<file path="src/rtl/roic_cfg_pkg.sv">
// Shared types and constants for the ROIC configuration sequencer.
// Latency: n/a (types, constants and a pure combinational lookup only).
// Backpressure: n/a.
//
// Contents: FSM state enum, 2-bit step type, the 4-entry register-write
// step table, default timing constants and the per-step payload lookup.
package roic_cfg_pkg;

    typedef enum logic [2:0] {
        ST_IDLE,
        ST_LOAD,
        ST_ISSUE,
        ST_WAIT_RSP,
        ST_GAP,
        ST_FINISH
    } state_e;

    typedef logic [1:0] step_t;

    localparam int unsigned TMR_W = 24;
    typedef logic [TMR_W-1:0] tmr_t;

    localparam logic [6:0]  DEF_SLAVE_ADDR  = 7'h74;
    localparam int unsigned DEF_GAP_CYCLES  = 50000;
    localparam int unsigned DEF_MAX_RETRY   = 3;
    localparam int unsigned DEF_RSP_TIMEOUT = 200000;

    localparam step_t LAST_STEP = 2'd3;

    // Register address per step, indexed by step (entry 0 is the LSB byte).
    localparam logic [3:0][7:0] REG_ADDR = {8'h03, 8'h07, 8'h02, 8'h06};
    // Data byte written by the steps that do not carry GPIO bits.
    localparam logic [7:0] CONST_DATA = 8'h00;

    typedef struct packed {
        logic [7:0] reg_addr;
        logic [7:0] data;
    } cmd_t;

    // Payload for a step: steps 1 and 3 carry the low/high GPIO byte,
    // steps 0 and 2 write the constant byte.
    function automatic cmd_t step_cmd(input step_t step, input logic [15:0] snap);
        cmd_t c;
        c.reg_addr = REG_ADDR[step];
        case (step)
            2'd1:    c.data = snap[7:0];
            2'd3:    c.data = snap[15:8];
            default: c.data = CONST_DATA;
        endcase
        return c;
    endfunction

endpackage

</file>
<file path="src/rtl/roic_cfg_timer.sv">
// Loadable 24-bit down-counter with a zero flag, shared by gap and response timeout.
// Latency: loaded value visible the cycle after load_i; decrements once per clock, holds at 0.
// Backpressure: none; load_i always wins over counting.
//
// Ports:
//   clk_i       clock
//   rst_n_i     asynchronous active-low reset (counter -> 0)
//   load_i      load load_val_i on this edge
//   load_val_i  value to load
//   zero_o      counter is 0
module roic_cfg_timer
    import roic_cfg_pkg::*;
(
    input  logic clk_i,
    input  logic rst_n_i,
    input  logic load_i,
    input  tmr_t load_val_i,
    output logic zero_o
);

    tmr_t cnt_q, cnt_d;

    always_comb begin
        cnt_d = cnt_q;
        if (load_i) begin
            cnt_d = load_val_i;
        end else if (cnt_q != '0) begin
            cnt_d = cnt_q - tmr_t'(1);
        end
    end

    always_ff @(posedge clk_i or negedge rst_n_i) begin
        if (!rst_n_i) begin
            cnt_q <= '0;
        end else begin
            cnt_q <= cnt_d;
        end
    end

    assign zero_o = (cnt_q == '0);

endmodule

</file>
<file path="src/rtl/roic_cfg_sequencer.sv">
// Issues the fixed 4-step ROIC register-write sequence to the I2C master on start.
// Latency: start -> first cmd_valid 2 clks; GAP_CYCLES idle clks after each response.
// Backpressure: payload held stable while cmd_valid && !cmd_ready; one command in flight.
//
// Ports:
//   s_clk_25mhz, rst_n            clock, async active-low reset
//   cfg_start, gate_gpio_data     start request and GPIO word to snapshot
//   cmd_valid/cmd_ready, cmd_*    command handshake and payload to the I2C master
//   rsp_valid, rsp_nack           transaction-complete strobe and NACK qualifier
//   busy, cfg_done, cfg_err, err_step  status to system control
//
// Optional: define ROIC_CFG_AUTO_EN to start a sequence automatically whenever
// gate_gpio_data differs (in IDLE) from the last successfully sequenced word.
module roic_cfg_sequencer
    import roic_cfg_pkg::*;
#(
    parameter logic [6:0]  SLAVE_ADDR  = DEF_SLAVE_ADDR,
    parameter int unsigned GAP_CYCLES  = DEF_GAP_CYCLES,
    parameter int unsigned MAX_RETRY   = DEF_MAX_RETRY,
    parameter int unsigned RSP_TIMEOUT = DEF_RSP_TIMEOUT
) (
    input  logic        s_clk_25mhz,
    input  logic        rst_n,
    input  logic        cfg_start,
    input  logic [15:0] gate_gpio_data,
    output logic        cmd_valid,
    input  logic        cmd_ready,
    output logic [6:0]  cmd_slave_addr,
    output logic [7:0]  cmd_reg_addr,
    output logic [7:0]  cmd_data,
    input  logic        rsp_valid,
    input  logic        rsp_nack,
    output logic        busy,
    output logic        cfg_done,
    output logic        cfg_err,
    output logic [1:0]  err_step
);

    // The timer flags zero on the last counted cycle, so loads are N-1:
    // GAP spans exactly GAP_CYCLES clocks and the timeout abort is taken on
    // the RSP_TIMEOUT-th WAIT_RSP clock.
    localparam tmr_t       GAP_LOAD  = tmr_t'(GAP_CYCLES - 1);
    localparam tmr_t       RSP_LOAD  = tmr_t'(RSP_TIMEOUT - 1);
    localparam logic [7:0] RETRY_LIM = 8'(MAX_RETRY);

    state_e      state_q, state_d;
    step_t       step_q, step_d;
    logic [7:0]  retry_q, retry_d;
    logic        reissue_q, reissue_d;     // next ISSUE repeats the NACKed step
    logic [15:0] snap_q, snap_d;
    logic        pending_q, pending_d;
    logic        err_pulse_q, err_pulse_d;
    step_t       err_step_q, err_step_d;

    logic        tmr_load;
    tmr_t        tmr_val;
    logic        tmr_zero;
    logic        trig;
    cmd_t        cur_cmd;

`ifdef ROIC_CFG_AUTO_EN
    // Last word that completed a full sequence; only updated on success so
    // a failed value keeps mismatching and is retried.
    logic [15:0] last_q;

    always_ff @(posedge s_clk_25mhz or negedge rst_n) begin
        if (!rst_n) begin
            last_q <= '0;
        end else if (state_q == ST_FINISH) begin
            last_q <= snap_q;
        end
    end

    assign trig = cfg_start || ((state_q == ST_IDLE) && (gate_gpio_data != last_q));
`else
    assign trig = cfg_start;
`endif

    roic_cfg_timer u_timer (
        .clk_i      (s_clk_25mhz),
        .rst_n_i    (rst_n),
        .load_i     (tmr_load),
        .load_val_i (tmr_val),
        .zero_o     (tmr_zero)
    );

    always_comb begin
        state_d     = state_q;
        step_d      = step_q;
        retry_d     = retry_q;
        reissue_d   = reissue_q;
        snap_d      = snap_q;
        pending_d   = pending_q;
        err_pulse_d = 1'b0;
        err_step_d  = err_step_q;
        tmr_load    = 1'b0;
        tmr_val     = '0;

        // Any start seen outside IDLE (including FINISH) is remembered once.
        if (trig && (state_q != ST_IDLE)) begin
            pending_d = 1'b1;
        end

        case (state_q)
            ST_IDLE: begin
                if (trig || pending_q) begin
                    state_d   = ST_LOAD;
                    pending_d = 1'b0;
                end
            end
            ST_LOAD: begin
                snap_d    = gate_gpio_data;
                step_d    = '0;
                retry_d   = '0;
                reissue_d = 1'b0;
                state_d   = ST_ISSUE;
            end
            ST_ISSUE: begin
                if (cmd_ready) begin
                    state_d  = ST_WAIT_RSP;
                    tmr_load = 1'b1;
                    tmr_val  = RSP_LOAD;
                end
            end
            ST_WAIT_RSP: begin
                if (rsp_valid) begin
                    if (!rsp_nack) begin
                        state_d   = ST_GAP;
                        reissue_d = 1'b0;
                        tmr_load  = 1'b1;
                        tmr_val   = GAP_LOAD;
                    end else if (retry_q < RETRY_LIM) begin
                        state_d   = ST_GAP;
                        retry_d   = retry_q + 8'd1;
                        reissue_d = 1'b1;
                        tmr_load  = 1'b1;
                        tmr_val   = GAP_LOAD;
                    end else begin
                        state_d     = ST_IDLE;
                        err_pulse_d = 1'b1;
                        err_step_d  = step_q;
                    end
                end else if (tmr_zero) begin
                    // Timeouts are never retried.
                    state_d     = ST_IDLE;
                    err_pulse_d = 1'b1;
                    err_step_d  = step_q;
                end
            end
            ST_GAP: begin
                if (tmr_zero) begin
                    if (reissue_q) begin
                        reissue_d = 1'b0;
                        state_d   = ST_ISSUE;
                    end else if (step_q == LAST_STEP) begin
                        state_d = ST_FINISH;
                    end else begin
                        step_d  = step_q + step_t'(1);
                        retry_d = '0;
                        state_d = ST_ISSUE;
                    end
                end
            end
            ST_FINISH: begin
                state_d = ST_IDLE;
            end
            default: begin
                state_d = ST_IDLE;
            end
        endcase
    end

    always_ff @(posedge s_clk_25mhz or negedge rst_n) begin
        if (!rst_n) begin
            state_q     <= ST_IDLE;
            step_q      <= '0;
            retry_q     <= '0;
            reissue_q   <= 1'b0;
            snap_q      <= '0;
            pending_q   <= 1'b0;
            err_pulse_q <= 1'b0;
            err_step_q  <= '0;
        end else begin
            state_q     <= state_d;
            step_q      <= step_d;
            retry_q     <= retry_d;
            reissue_q   <= reissue_d;
            snap_q      <= snap_d;
            pending_q   <= pending_d;
            err_pulse_q <= err_pulse_d;
            err_step_q  <= err_step_d;
        end
    end

    // Outputs decode registered state only, so reset clears them at once and
    // the payload (from step_q/snap_q) cannot change while waiting on ready.
    assign cur_cmd        = step_cmd(step_q, snap_q);
    assign cmd_valid      = (state_q == ST_ISSUE);
    assign cmd_slave_addr = cmd_valid ? SLAVE_ADDR       : 7'd0;
    assign cmd_reg_addr   = cmd_valid ? cur_cmd.reg_addr : 8'd0;
    assign cmd_data       = cmd_valid ? cur_cmd.data     : 8'd0;
    assign busy           = (state_q != ST_IDLE);
    assign cfg_done       = (state_q == ST_FINISH);
    assign cfg_err        = err_pulse_q;
    assign err_step       = err_step_q;

endmodule

</file>
<file path="config.mk">
export PLATFORM = sky130hd
export DESIGN_NAME = roic_cfg_sequencer
export DESIGN_NICKNAME = d
export VERILOG_FILES = /design/src/rtl/roic_cfg_pkg.sv /design/src/rtl/roic_cfg_timer.sv /design/src/rtl/roic_cfg_sequencer.sv
export SDC_FILE = /design/constraint.sdc
export NUM_CORES = 1
export LEC_CHECK = 0
export BUFFER_PORTS_ARGS = -buffer_cell sky130_fd_sc_hd__buf_2
export CORE_MARGIN = 2
export CORE_UTILIZATION = 61
export CTS_CLUSTER_DIAMETER = 50
export CTS_CLUSTER_SIZE = 8
export DETAILED_ROUTE_END_ITERATION = 12
export PLACE_DENSITY = 0.85
export SLEW_MARGIN = 10
export SYNTH_ARGS = -nofsm -noshare
export SYNTH_HDL_FRONTEND = slang
export SYNTH_SLANG_ARGS = --single-unit
</file>
<file path="constraint.sdc">
create_clock -name s_clk_25mhz -period 6.23 [get_ports s_clk_25mhz]
set_input_delay 0.3115 -clock s_clk_25mhz [delete_from_list [all_inputs] [get_ports s_clk_25mhz]]
set_output_delay 0.3115 -clock s_clk_25mhz [all_outputs]
set_load 0.03 [all_outputs]
</file>
After elaboration in Yosys (flattened, before gate mapping)
Cells that the tools add are included.

word-level totals
  register bits = 58
  input port bits = 22
  output and inout port bits = 29
  word-level logic and storage cells = 104

cells by class
  add/subtract/negate cells = 3
  order comparisons = 2
  equality and inequality tests = 19
  multiplexer cells = 56
  reductions and logical operators = 15

operator list
  cell                                                 count
  two-way mux 8 bit                                    9
  two-way mux 16 bit                                   3
  two-way mux 24 bit                                   2
  case mux 18 bit (2 select lines)                     1
  two-way mux 3 bit                                    9
  logical NOT 24 bit                                   1
  case mux 8 bit (3 select lines)                      1
  nonzero test 24 bit                                  1
  subtractor 24 x 1 -> 24 bit (second input constant)  1
  two-way mux 18 bit                                   1
  binary-select mux 8 bit (select 2 bit)               1
  two-way mux 1 bit                                    16
  inequality test 2 bit (second input constant)        8
  case mux 8 bit (2 select lines)                      1
  AND reduction 4 bit                                  4
  case mux 3 bit (5 select lines)                      1
  two-way mux 2 bit                                    7
  adder 8 x 1 -> 8 bit (second input constant)         1
  < comparator 8 x 2 -> 1 bit (second input constant)  1
  two-way mux 7 bit                                    1
  AND reduction 7 bit                                  1
  == test 3 x 2 -> 1 bit (second input constant)       2
  == test 3 bit (second input constant)                2
  inequality test 3 bit (second input constant)        2
  14 further kinds                                     18

Logic depth before layout (Yosys ltp)
  depth after elaboration = 6
  gate-level depth with buffers = 9
  mapped depth without buffers = 7

Hierarchy
Synthesis repeated with hierarchy kept, for this count alone.

second synthesis, totals
  cells, all modules = 329
  area, all modules = 3296.9 sq um

by module, submodules not included
  module              times used  cells each  area each (sq um)  sequential area each (sq um)
  roic_cfg_sequencer  1           173         1811.7             850.8
  roic_cfg_timer      1           156         1485.2             600.6

Worst setup path after synthesis
Ideal clock, no wire load.

  path type = reg-to-reg
  start = register u_timer.cnt_q[0]
  end = register retry_q[0]
  library setup time = 0.126 ns
  arrival = 2.000 ns
  required time = 6.104 ns
  slack = 4.105 ns
  cell stages (with the launch flop) = 8
  path through = dfrtp_1 > inv_1 > ha_1 > nor4b_1 > nand4b_4 > o311ai_4 > nand2_2 > a221o_1

on the way
  longest elaborated chain between the ends = 3

RTL lines
  what                             RTL line                   text
  start, declared                  roic_cfg_timer.sv:21       tmr_t cnt_q, cnt_d;
  start signal, assigned           roic_cfg_timer.sv:36       cnt_q <= cnt_d;
  logical NOT 24 bit               roic_cfg_timer.sv:40       assign zero_o = (cnt_q == '0);
  inequality test 2 bit (no line)  -
  AND reduction 7 bit (no line)    -
  end signal, assigned             roic_cfg_sequencer.sv:186  retry_q <= retry_d;
  end, declared                    roic_cfg_sequencer.sv:48   logic [7:0] retry_q, retry_d;

Every way passes these cells.
A chain may end at the register's enable or synchronous reset.

Worst setup path after layout
Same ends and word-level chain as after synthesis.

==> metrics.md <==
| Metric | Value |
|---|---|
| Starting density of the core | approximately 62% |
| Slew headroom | between 50 and 60% |
| R2R Path End | retry_q[0] |
| Clk slew on worst S/H paths | roughly 0.060 ns |
| M1 GR Usage | 31.7% |
| Total Routed Length | between 6000 and 7000 um |
| Non-Filler Instances | about 430 |
| Die area | ~0.0058 sq mm |
| Hold Buf Count CTS | 0 |
| Die W | ~76 um |
| Crit path max-delay family | compound AO/OA/AOI/OAI gates |
| Clock Latency Late Sink | roughly 0.35 ns |
| Worst VDD drop | 272 uV |
| Avg WL per Cell | approximately 15 um |
| Post-cts repair resize count | 0 |
| Core Rows | 26 |
| Leak | 1.61 nW |
| DRC Markers | 0 |
| Die Y-Extent | ~76 um |
| Global routing usage on met2 | 36.6% |
| Yosys reg bits | between 50 and 60 |
| Total gr overflow | 0 |
| Synth unique cells | 59 |
| Initial antenna violation count | 0 |
| Setup-failing EPs final | 0 |
| Total Power Consumption | 1.48 mW |
| Register area share after synthesis | ~46% |
| Critical Path RT | 6.46 ns |
| Layout cells sized above 1 | 24.4% |
| Busiest grt layer | met2 |
| First DRT Iteration DRCs | 227 |
| Vias per cell | 5.88 |
| Met3 Resource Use GR | 10.7% |
| Global-route wire length before repair | roughly 11000 um |
| Crit path max fanout | 12 |
| Final antenna-violating net count | 0 |
| Filler cell count | approximately 410 |
| Clk sinks | just under 60 |
| Max-cap viol count | 0 |
| CTS buffer count | 9 |
| GPL Wtd Cong | 0.901 |
| Clock Path Buffers | 2 |
| Synthesized area | about 0.0032 sq mm |
| Commonest non-fill, non-tap cell in the layout | dfrtp_1 |
| Crit path to | retry_q[0] |
| Critical-path top delay cell | o311ai_4 |
| Critical Path Start | u_timer.cnt_q[0] |
| Max Fclk | a little over 400 MHz |
| Post-synth EDFFs | 0 |
| Leading area contributor after synthesis | dfrtp_1 |
| Worst reg2reg startpoint | u_timer.cnt_q[0] |
| CP startpoint kind | register |
| Setup slack, reg-to-reg | 3.78 ns |
| Skew final | about 0.0061 ns |
| Most frequent cells in the layout | dfrtp_1, buf_2, nor2_1, nand2_1, mux2_2 |
| Count of final max-slew check failures | 0 |
| Vias in the first global route | between 2000 and 2500 |
| Critical path depth | 7 |
| Final hold vios | 0 |
| CTS tree | built |
| Crit-path cells | inv_1 -> ha_1 -> nor4b_1 -> nand4b_4 -> o311ai_4 -> nand2_2 -> a221o_1 |
| Largest cells by area after synthesis | dfrtp_1, mux2_2, nor2_1, buf_4, xor2_1 |
| Final worst-path cycle share | 39.4% |
| Critical Path AT | 2.68 ns |
| Antenna cells | 0 |
| P per Cell Area | between 400 and 500 mW/mm^2 |
| DRT Pass-1 Iters | 4 |
| Final nets | 382 |
| Buffers & Inverters on Critical Path | 1 |
| Status | finished, final reports clean |
| I/O Buffers | between 40 and 50 |
| Root buffer cell | clkbuf_8 |
| Worst reg-to-reg path cell count | 7 |
| Post-Place Cells | just over 400 |
| Tmin final | 2.45 ns |
| Hold WC Path Type | in -> async |
| WS Path Type | reg -> reg |
| Post-synth top area share | a little under half |
| Core Area | ~0.0051 sq mm |
| RSZ-0062 raised after global routing | no |
| Area growth, synth to finish | 12.2% |
| Final instance area | ~0.0036 sq mm |
| Crit. End Element | register |
| Placed cell area | 0.00336 sq mm |
| Vias | between 2000 and 3000 |
| Largest net degree at the start of global routing | just under 60 |
| Htree depth | 3 |
| I/O pin cnt | a little over 50 |
| Average size of a mapped cell | between 10 and 15 sq um |
| Setup_tns | 0 ns |
| Slew at the pin closest to its max-slew limit | around 0.7 ns |
| Ys async rst share | 100% |
| Post-synthesis cell count | ~320 |
| Post-CTS Setup Bufs | 0 |
| Biggest cell delay along the critical path | around 0.54 ns |
| Estimated wirelength of the detail-placed design | 4610 um |
| Synth Flop Type | dfrtp_1 |
| Global Route Usage Sum | 24.2% |
| Synth Warn # | 0 |
[layout make-up]
type                            instances  area (sq um)  area share, %
Multi-Input combinational cell        231          1570           44.0
Clock buffer                           10           138           3.87
Inverter                                9          33.8          0.950
Clock inverter                          5          55.1           1.55
Sequential cell                        58          1450           40.8
Tap cell                               70          87.6           2.46
Timing Repair Buffer                   44           225           6.33
[worst min path at each step]
stage	start	to	depth (start not counted)	slack, ns
2_1_floorplan	rst_n	cfg_err	0	0.02
3_3_place_gp	err_step[1]	err_step[1]	1	0.47
3_5_place_dp	err_step[0]	err_step[0]	1	0.48
4_1_cts	rst_n	snap_q[14]	2	0.12
5_1_grt	rst_n	snap_q[14]	2	0.17
6_report	rst_n	snap_q[14]	2	0.11
[worst register-to-register path: stages (launching register included)]
cell and delay (ns):
dfrtp_1 0.39, inv_1 0.11, ha_1 0.15, nor4b_1 0.41, nand4b_4 0.29, o311ai_4 0.54
nand2_2 0.10, a221o_1 0.35
[flip-flops by register name, indices dropped and copies added (netlist names)]
signal	cells
u_timer.cnt_q	24
pending_q	1
err_step	2
step_q	2
snap_q	16
reissue_q	1
cfg_err	1
retry_q	8
state_q	3
[cell usage after synthesis (4+ instances only)]
cell type,instances
o21ai_1,5
a22oi_1,9
o21ai_0,10
ha_1,7
and2_1,8
mux2_2,17
o211ai_1,6
buf_4,14
a21oi_1,16
nand2_1,21
or4_1,5
xor2_1,11
dfrtp_1,58
nor2_1,31
nand2b_1,4
clkbuf_1,6
o31ai_1,6
inv_1,9
nand3_1,4
nor3_1,8
[kinds of logic (layout without fill, tap and decap cells)]
group / count (synthesis) / in the layout / share of synthesized area (%)
xor gates and xnor gates: 13 / 13 / 3.59
other: 1 / 8 / 0.118
and+or+nand+nor: 114 / 114 / 20.2
muxes: 19 / 19 / 6.75
DFF: 58 / 58 / 45.8
AOI/OAI and AO/OA: 70 / 70 / 15.1
buffers and inverters: 33 / 68 / 5.68
adders and majority gates: 7 / 7 / 2.76
[report_power, final]
| part | switching [mW] | internal, mW |
|---|---|---|
| Sequential | 0.112 | 0.495 |
| Clock | 0.150 | 0.191 |
| Combinational | 0.314 | 0.214 |
| Total | 0.576 | 0.900 |
[per-layer routing]
| metal | share of wire (%) | vias to the layer above |
|---|---|---|
| met4 | 1.2 | 0 |
| met1 | 44 | 1211 |
| met2 | 47 | 101 |
| li1 | - | 1190 |
| met3 | 7.8 | 10 |
| met5 | 0 | - |
[stage by stage]
step                utilization [%]  hold slack (ns)  worst slack, ns
CTS                            70.1            0.121             3.76
floorplan                         -           0.0159             4.10
global route                   70.1            0.171             3.59
finish                         70.1            0.108             3.78
global placement               66.3            0.471             3.83
detailed placement             66.3            0.477             3.76
(Power assumes the default switching activity.)
